File: src/rtl/axi_io_pmp_pkg.sv
// Shared types and constants for the AXI IO-PMP read-channel enforcement logic.
package axi_io_pmp_pkg;

  typedef enum logic [2:0] {
    IDLE,
    CHECK,
    FWD,
    DRAIN,
    ERR
  } ar_ctrl_state_e;

  localparam logic [1:0] RESP_OKAY   = 2'b00;
  localparam logic [1:0] RESP_DECERR = 2'b11;

  // Encodings of riscv::priv_lvl_t used on the pmp interface.
  localparam logic [1:0] PRIV_LVL_U = 2'b00;
  localparam logic [1:0] PRIV_LVL_S = 2'b01;

  // AXI fixed-width AR fields.
  localparam int unsigned AXI_LEN_W    = 8;
  localparam int unsigned AXI_SIZE_W   = 3;
  localparam int unsigned AXI_BURST_W  = 2;
  localparam int unsigned AXI_CACHE_W  = 4;
  localparam int unsigned AXI_PROT_W   = 3;
  localparam int unsigned AXI_QOS_W    = 4;
  localparam int unsigned AXI_REGION_W = 4;

  // arprot[0] distinguishes privileged from unprivileged accesses.
  function automatic logic [1:0] prot_to_priv(input logic prot0);
    return prot0 ? PRIV_LVL_S : PRIV_LVL_U;
  endfunction

endpackage

File: src/rtl/axi_io_pmp_err_burst.sv
// Generates a locally answered DECERR read burst on the upstream R channel.
module axi_io_pmp_err_burst
  import axi_io_pmp_pkg::*;
#(
  parameter int unsigned ID_WIDTH    = 8,
  parameter int unsigned DATA_WIDTH  = 32,
  parameter int unsigned RUSER_WIDTH = 1
) (
  input  logic                   clk,
  input  logic                   rst,
  input  logic                   start_i,
  input  logic                   active_i,
  input  logic [ID_WIDTH-1:0]    id_i,
  input  logic [AXI_LEN_W-1:0]   len_i,
  input  logic                   rready_i,
  output logic                   rvalid_o,
  output logic [ID_WIDTH-1:0]    rid_o,
  output logic [DATA_WIDTH-1:0]  rdata_o,
  output logic [1:0]             rresp_o,
  output logic                   rlast_o,
  output logic [RUSER_WIDTH-1:0] ruser_o,
  output logic                   done_o
);

  logic [AXI_LEN_W-1:0] beat_q, beat_d;
  logic                 last_beat;

  assign last_beat = (beat_q == len_i);
  assign rvalid_o  = active_i;
  assign rid_o     = id_i;
  assign rdata_o   = '0;
  assign rresp_o   = RESP_DECERR;
  assign rlast_o   = last_beat;
  assign ruser_o   = '0;
  assign done_o    = active_i && rready_i && last_beat;

  // Beat counter: cleared on burst start, advances per accepted beat, wraps to 0 after the last one.
  always_comb begin
    beat_d = beat_q;
    if (start_i) begin
      beat_d = '0;
    end else if (active_i && rready_i) begin
      beat_d = last_beat ? '0 : beat_q + 1'b1;
    end
  end

  // Beat counter register.
  always_ff @(posedge clk) begin
    if (rst) begin
      beat_q <= '0;
    end else begin
      beat_q <= beat_d;
    end
  end

endmodule

File: src/rtl/axi_io_pmp_ar_ctrl.sv
// Read-channel enforcement sequencer: checks each AR against an external pmp,
// forwards allowed reads and answers denied ones with an ordered DECERR burst.
module axi_io_pmp_ar_ctrl
  import axi_io_pmp_pkg::*;
#(
  parameter int unsigned ADDR_WIDTH      = 32,
  parameter int unsigned DATA_WIDTH      = 32,
  parameter int unsigned ID_WIDTH        = 8,
  parameter int unsigned ARUSER_WIDTH    = 1,
  parameter int unsigned RUSER_WIDTH     = 1,
  parameter int unsigned MAX_OUTSTANDING = 8
) (
  input  logic                      clk,
  input  logic                      rst,
  input  logic [ID_WIDTH-1:0]       s_axi_arid,
  input  logic [ADDR_WIDTH-1:0]     s_axi_araddr,
  input  logic [AXI_LEN_W-1:0]      s_axi_arlen,
  input  logic [AXI_SIZE_W-1:0]     s_axi_arsize,
  input  logic [AXI_BURST_W-1:0]    s_axi_arburst,
  input  logic                      s_axi_arlock,
  input  logic [AXI_CACHE_W-1:0]    s_axi_arcache,
  input  logic [AXI_PROT_W-1:0]     s_axi_arprot,
  input  logic [AXI_QOS_W-1:0]      s_axi_arqos,
  input  logic [AXI_REGION_W-1:0]   s_axi_arregion,
  input  logic [ARUSER_WIDTH-1:0]   s_axi_aruser,
  input  logic                      s_axi_arvalid,
  output logic                      s_axi_arready,
  output logic [ID_WIDTH-1:0]       s_axi_rid,
  output logic [DATA_WIDTH-1:0]     s_axi_rdata,
  output logic [1:0]                s_axi_rresp,
  output logic                      s_axi_rlast,
  output logic [RUSER_WIDTH-1:0]    s_axi_ruser,
  output logic                      s_axi_rvalid,
  input  logic                      s_axi_rready,
  output logic [ID_WIDTH-1:0]       m_axi_arid,
  output logic [ADDR_WIDTH-1:0]     m_axi_araddr,
  output logic [AXI_LEN_W-1:0]      m_axi_arlen,
  output logic [AXI_SIZE_W-1:0]     m_axi_arsize,
  output logic [AXI_BURST_W-1:0]    m_axi_arburst,
  output logic                      m_axi_arlock,
  output logic [AXI_CACHE_W-1:0]    m_axi_arcache,
  output logic [AXI_PROT_W-1:0]     m_axi_arprot,
  output logic [AXI_QOS_W-1:0]      m_axi_arqos,
  output logic [AXI_REGION_W-1:0]   m_axi_arregion,
  output logic [ARUSER_WIDTH-1:0]   m_axi_aruser,
  output logic                      m_axi_arvalid,
  input  logic                      m_axi_arready,
  input  logic [ID_WIDTH-1:0]       m_axi_rid,
  input  logic [DATA_WIDTH-1:0]     m_axi_rdata,
  input  logic [1:0]                m_axi_rresp,
  input  logic                      m_axi_rlast,
  input  logic [RUSER_WIDTH-1:0]    m_axi_ruser,
  input  logic                      m_axi_rvalid,
  output logic                      m_axi_rready,
  output logic [ADDR_WIDTH-1:0]     pmp_addr_o,
  output logic [1:0]                pmp_priv_o,
  input  logic                      pmp_allow_i,
  output logic                      deny_o,
  output logic [15:0]               deny_cnt_o
);

  localparam int unsigned OUT_W = $clog2(MAX_OUTSTANDING + 1);
  localparam logic [OUT_W-1:0] OUT_MAX = OUT_W'(MAX_OUTSTANDING);

  // Full AR payload; widths follow this instance's parameters.
  typedef struct packed {
    logic [ID_WIDTH-1:0]     id;
    logic [ADDR_WIDTH-1:0]   addr;
    logic [AXI_LEN_W-1:0]    len;
    logic [AXI_SIZE_W-1:0]   size;
    logic [AXI_BURST_W-1:0]  burst;
    logic                    lock;
    logic [AXI_CACHE_W-1:0]  cache;
    logic [AXI_PROT_W-1:0]   prot;
    logic [AXI_QOS_W-1:0]    qos;
    logic [AXI_REGION_W-1:0] region;
    logic [ARUSER_WIDTH-1:0] user;
  } ar_chan_t;

  function automatic logic [15:0] sat_inc16(input logic [15:0] v);
    return (v == 16'hFFFF) ? v : v + 16'd1;
  endfunction

  ar_ctrl_state_e   state_q, state_d;
  ar_chan_t         s_ar, hold_q, hold_d;
  logic [OUT_W-1:0] outstanding_q, outstanding_d;
  logic             deny_q, deny_d;
  logic [15:0]      deny_cnt_q, deny_cnt_d;
  logic             err_start, err_active, err_done;
  logic             ar_hs, r_done;

  logic                   eb_rvalid, eb_rlast;
  logic [ID_WIDTH-1:0]    eb_rid;
  logic [DATA_WIDTH-1:0]  eb_rdata;
  logic [1:0]             eb_rresp;
  logic [RUSER_WIDTH-1:0] eb_ruser;

  assign s_ar = '{id: s_axi_arid, addr: s_axi_araddr, len: s_axi_arlen, size: s_axi_arsize,
                  burst: s_axi_arburst, lock: s_axi_arlock, cache: s_axi_arcache,
                  prot: s_axi_arprot, qos: s_axi_arqos, region: s_axi_arregion,
                  user: s_axi_aruser};

  assign m_axi_arid     = hold_q.id;
  assign m_axi_araddr   = hold_q.addr;
  assign m_axi_arlen    = hold_q.len;
  assign m_axi_arsize   = hold_q.size;
  assign m_axi_arburst  = hold_q.burst;
  assign m_axi_arlock   = hold_q.lock;
  assign m_axi_arcache  = hold_q.cache;
  assign m_axi_arprot   = hold_q.prot;
  assign m_axi_arqos    = hold_q.qos;
  assign m_axi_arregion = hold_q.region;
  assign m_axi_aruser   = hold_q.user;

  assign pmp_addr_o = hold_q.addr;
  assign pmp_priv_o = prot_to_priv(hold_q.prot[0]);
  assign deny_o     = deny_q;
  assign deny_cnt_o = deny_cnt_q;

  // Reset takes the error driver off the bus immediately so R reverts to passthrough.
  assign err_active = (state_q == ERR) && !rst;

  // Sequencer next-state and AR-side handshake decode.
  always_comb begin
    state_d       = state_q;
    hold_d        = hold_q;
    deny_d        = 1'b0;
    deny_cnt_d    = deny_cnt_q;
    err_start     = 1'b0;
    s_axi_arready = 1'b0;
    m_axi_arvalid = 1'b0;
    unique case (state_q)
      IDLE: begin
        s_axi_arready = !rst;
        if (s_axi_arvalid && s_axi_arready) begin
          hold_d  = s_ar;
          state_d = CHECK;
        end
      end
      CHECK: begin
        if (!pmp_allow_i) begin
          state_d    = DRAIN;
          deny_d     = 1'b1;
          deny_cnt_d = sat_inc16(deny_cnt_q);
        end else if (outstanding_q < OUT_MAX) begin
          state_d = FWD;
        end
      end
      FWD: begin
        m_axi_arvalid = 1'b1;
        if (m_axi_arready) begin
          state_d = IDLE;
        end
      end
      DRAIN: begin
        // Error beats may only start once every earlier forwarded read has finished.
        if (outstanding_q == '0) begin
          state_d   = ERR;
          err_start = 1'b1;
        end
      end
      ERR: begin
        if (err_done) begin
          state_d = IDLE;
        end
      end
      default: state_d = IDLE;
    endcase
  end

  // Outstanding forwarded-read tracker; a simultaneous issue and completion cancel out.
  always_comb begin
    ar_hs         = m_axi_arvalid && m_axi_arready;
    r_done        = m_axi_rvalid && m_axi_rready && m_axi_rlast;
    outstanding_d = outstanding_q;
    if (ar_hs && !r_done && (outstanding_q != OUT_MAX)) begin
      outstanding_d = outstanding_q + 1'b1;
    end else if (!ar_hs && r_done && (outstanding_q != '0)) begin
      outstanding_d = outstanding_q - 1'b1;
    end
  end

  // Upstream R mux: passthrough except while the local error burst owns the channel.
  always_comb begin
    s_axi_rvalid = m_axi_rvalid;
    s_axi_rid    = m_axi_rid;
    s_axi_rdata  = m_axi_rdata;
    s_axi_rresp  = m_axi_rresp;
    s_axi_rlast  = m_axi_rlast;
    s_axi_ruser  = m_axi_ruser;
    m_axi_rready = s_axi_rready;
    if (err_active) begin
      s_axi_rvalid = eb_rvalid;
      s_axi_rid    = eb_rid;
      s_axi_rdata  = eb_rdata;
      s_axi_rresp  = eb_rresp;
      s_axi_rlast  = eb_rlast;
      s_axi_ruser  = eb_ruser;
      m_axi_rready = 1'b0;
    end
  end

  // State, held request and counters.
  always_ff @(posedge clk) begin
    if (rst) begin
      state_q       <= IDLE;
      hold_q        <= '0;
      outstanding_q <= '0;
      deny_q        <= 1'b0;
      deny_cnt_q    <= '0;
    end else begin
      state_q       <= state_d;
      hold_q        <= hold_d;
      outstanding_q <= outstanding_d;
      deny_q        <= deny_d;
      deny_cnt_q    <= deny_cnt_d;
    end
  end

  axi_io_pmp_err_burst #(
    .ID_WIDTH    (ID_WIDTH),
    .DATA_WIDTH  (DATA_WIDTH),
    .RUSER_WIDTH (RUSER_WIDTH)
  ) u_err_burst (
    .clk      (clk),
    .rst      (rst),
    .start_i  (err_start),
    .active_i (err_active),
    .id_i     (hold_q.id),
    .len_i    (hold_q.len),
    .rready_i (s_axi_rready),
    .rvalid_o (eb_rvalid),
    .rid_o    (eb_rid),
    .rdata_o  (eb_rdata),
    .rresp_o  (eb_rresp),
    .rlast_o  (eb_rlast),
    .ruser_o  (eb_ruser),
    .done_o   (err_done)
  );

endmodule

File: config.mk
export PLATFORM = sky130hd
export DESIGN_NAME = axi_io_pmp_ar_ctrl
export DESIGN_NICKNAME = d
export VERILOG_FILES = /design/src/rtl/axi_io_pmp_pkg.sv /design/src/rtl/axi_io_pmp_err_burst.sv /design/src/rtl/axi_io_pmp_ar_ctrl.sv
export SDC_FILE = /design/constraint.sdc
export NUM_CORES = 1
export LEC_CHECK = 0
export ABC_AREA = 1
export CORE_ASPECT_RATIO = 1.5
export CORE_MARGIN = 2
export CORE_UTILIZATION = 35
export CTS_BUF_LIST = sky130_fd_sc_hd__clkbuf_16
export DETAILED_ROUTE_END_ITERATION = 10
export PLACE_DENSITY = 0.88
export SETUP_SLACK_MARGIN = 0.05
export SLEW_MARGIN = 20
export SYNTH_ARGS = -nofsm -noshare
export SYNTH_HDL_FRONTEND = slang
export SYNTH_SLANG_ARGS = --single-unit
File: constraint.sdc
create_clock -name clk -period 2 [get_ports clk]
set_clock_uncertainty 0.2 [all_clocks]
set_input_delay 0.4 -clock clk [delete_from_list [all_inputs] [get_ports clk]]
set_output_delay 0.4 -clock clk [all_outputs]
set_load 0.01 [all_outputs]
==> results.sh <==
export IMPL_outcome="finished with violations"
export IMPL_violations="negative setup slack"
export IMPL_layout_area_overhead_vs_synth_pct=103.1
export IMPL_fmax_mhz=448.9
export IMPL_cp_start_kind="flip-flop"
export IMPL_ant_nets=0
export IMPL_ctsHtreeMaxLevel=3
export IMPL_crit_arrival_ps=2290
export IMPL_clockBufferDepth=2
export IMPL_syn_num_nets=842
export IMPL_vias=6136
export IMPL_fillCellCount=1020
export IMPL_clock_sinks=102
export IMPL_max_cap_viol_count=0
export IMPL_ys_warn_count=0
export IMPL_grt_pass1_wl_mm=28.69
export IMPL_via_per_inst=4.835
export IMPL_yosysTopAreaCell="dfxtp_1"
export IMPL_dpl_hpwl_mm=12.56
export IMPL_cts_root_buf="clkbuf_16"
export IMPL_hold_buffers=0
export IMPL_core_area_um2=14460
export IMPL_grt_total_usage=0.2337
export IMPL_ios=290
export IMPL_postLayoutCoreUtil=0.7191
export IMPL_crit_type="reg -> reg"
export IMPL_placed_cell_area_um2=8462
export IMPL_clk_latency_ps=340
export IMPL_switching_share=0.3531
export IMPL_worst_slew_pin_slew_ps=783.5
export IMPL_grt_max_degree=71
export IMPL_final_layout_size_suffix_gt1_frac=0.3750
export IMPL_finalCritPeriodShare=1.114
export IMPL_port_buffers=288
export IMPL_cts_tree="yes"
export IMPL_pre_cts_slack_ps=-652.0
export IMPL_layout_setup_ws_ps=-227.6
export IMPL_synth_cell_area_um2=5119
export IMPL_ir_drop_v=0.0007111
export IMPL_cts_buffers=9
export IMPL_max_slew_margin=0.4777
export IMPL_drt_iter0_drc=203
export IMPL_ys_ff_latch=102
export IMPL_dieHeight_um=152.1
export IMPL_fp_dieW_um=102.7
export IMPL_critPathMaxFanout=6
export IMPL_async_flop_share=0
export IMPL_cp_required_ps=2060
export IMPL_power_share_sequential=0.278
export IMPL_antenna_found_initial=1
export IMPL_hold_path_class="reg -> reg"
export IMPL_p_sw_w=0.003381
export IMPL_setup_viol=132
export IMPL_p_int_w=0.006193
export IMPL_wirelength_mm=21.21
export IMPL_syn_area_per_cell_um2=7.149
export IMPL_met2_usage=0.4174
export IMPL_routedWlPerCell_um=16.72
export IMPL_die_area_um2=15630
export IMPL_initial_core_util=0.3540
export IMPL_postSynthCellCount=716
export IMPL_end_kind="flip-flop"
export IMPL_power_leakage_nw=4.642
export IMPL_r2r_slack_ps=-230
export IMPL_drc=0
export IMPL_ys_seq_area_frac=0.3989
export IMPL_rsz0062_at_grt="true"
export IMPL_synthTopCellsByCount="240 x nand2_1, 102 x dfxtp_1, 67 x inv_1, 42 x buf_4, 38 x o21ai_1"
export IMPL_top_usage_layer="met2"
export IMPL_synth_most_common_cell="nand2_1"
export IMPL_ys_types=40
export IMPL_report_final_slew_viol_count=0
export IMPL_final_nets=1193
export IMPL_gp_congestion=0.8997
export IMPL_power_density_nw_per_um2=920.8
export IMPL_grt_overflow_total=0
export IMPL_dr_pass1_iters=4
export IMPL_grt_pass1_vias=5760
export IMPL_combPwrFrac=0.522
export IMPL_yosysTopAreaCellShare=0.3989
export IMPL_clk_pin_slew_ps=70
export IMPL_period_minus_slack_ps=2228
export IMPL_globalRouteMet1Util=0.2599
export IMPL_design_area_um2=10400
export IMPL_use_met3=0.05106
export IMPL_placed_cells=1204
export IMPL_hold_violations=0
export IMPL_num_rows=54
export IMPL_ys_top_cells_by_area="dfxtp_1 40%, nand2_1 18%, buf_4 6.2%"
export IMPL_ys_flop_type="dfxtp_1"
export IMPL_p_clk_frac=0.200
export IMPL_power_w=0.009574
export IMPL_synth_edff_count=0
export IMPL_stdcell_count=1269
[cell families (layout without fill, tap and decap cells)]
logic type / after synthesis / after routing / share of synthesized area
compound gates: 107 / 107 / 0.1205
xor+xnor: 19 / 19 / 0.03251
fa+ha+maj: 5 / 5 / 0.01369
buf+inv: 141 / 497 / 0.1406
flops: 102 / 102 / 0.3989
mux: 1 / 1 / 0.001956
other cells: 1 / 2 / 0.0007326
simple gates: 340 / 340 / 0.2911
[final cells by class]
type | count | area, µm² | share of cell area
sequential | 102 | 2054 | 0.1976
clock inverter | 7 | 93.84 | 0.009025
inverter | 75 | 301.5 | 0.02900
tap | 196 | 245.2 | 0.02359
timing repair buffer | 406 | 4293 | 0.4129
clock buffer | 9 | 225.2 | 0.02166
antenna | 1 | 2.502 | 0.0002407
multi-input combinational | 473 | 3182 | 0.3060
[power by group through the flow]
stage	registers [W]	logic, W	clock network [W]
2_1_floorplan	0.00282	0.00154	0
3_3_place_gp	0.00267	0.00338	0
3_5_place_dp	0.00267	0.00345	0
4_1_cts	0.00265	0.00403	0.00194
5_1_grt	0.00270	0.00529	0.00202
6_report	0.00266	0.00500	0.00191
[per-layer routing]
layer / routed length (µm) / part of all wire
met1: 7798 / 0.37
met2: 11540 / 0.54
met3: 1122 / 0.053
met4: 754 / 0.036
met5: 0 / 0
[critical path, stage by stage, from the launching register on]
cell	delay, ps
dfxtp_4	360
buf_6	110
buf_6	110
buf_6	110
nor3_4	150
inv_2	80
buf_6	120
nor3_4	190
buf_6	160
buf_12	100
clkbuf_16	150
clkbuf_16	160
nand2_4	40
o21ai_1	90
[placed cells by master (no fill, tap or decap), types with 26 or more instances in the layout]
master           count
buf_2               29
buf_4               57
buf_6               35
clkdlybuf4s50_1    219
dfxtp_1             94
inv_1               59
nand2_1            144
nand2_2             62
nand2_4             50
nor2_1              26
o21ai_1             44
o21ai_2             26
[registers in the layout (all words and copies together) (netlist names)]
name	count
m_axi_arcache	4
m_axi_arsize	3
m_axi_arprot	3
m_axi_arid	8
m_axi_arlen	8
m_axi_aruser	1
state_q	3
outstanding_q	4
m_axi_arlock	1
m_axi_arburst	2
deny_o	1
m_axi_arqos	4
u_err_burst.beat_q	8
deny_cnt_o	16
m_axi_arregion	4
m_axi_araddr	32
[path summary, 6_finish.rpt]
| kind | start | endpoint | cells after the start |
|---|---|---|---|
| worst max-delay path | state_q[1]$_SDFFE_PP0P_ | m_axi_araddr[2]$_SDFFE_PP0P_ | 13 |
| worst min-delay path | m_axi_arsize[2]$_SDFFE_PP0P_ | m_axi_arsize[2]$_SDFFE_PP0P_ | 2 |
| worst max register to register | state_q[1]$_SDFFE_PP0P_ | m_axi_araddr[2]$_SDFFE_PP0P_ | 13 |
| worst min register to register | m_axi_arsize[2]$_SDFFE_PP0P_ | m_axi_arsize[2]$_SDFFE_PP0P_ | 2 |
[per-stage QoR]
step                      hold slack [ps]  TNS [ps]
after CTS                           270.3    -13390
after global placement              253.9    -41720
final                               273.1    -15320
after detailed placement            263.6    -45950
after floorplan                     269.2         0
after global routing                288.4    -23560
[what timing repair did]
action / CTS / global route
buffers inserted: 16 / 18
pin swaps: 10 / 21
resized for setup: 298 / 252
setup endpoints to repair: 100 / 144
gates cloned: 14 / 7
(Power assumes the default switching activity.)
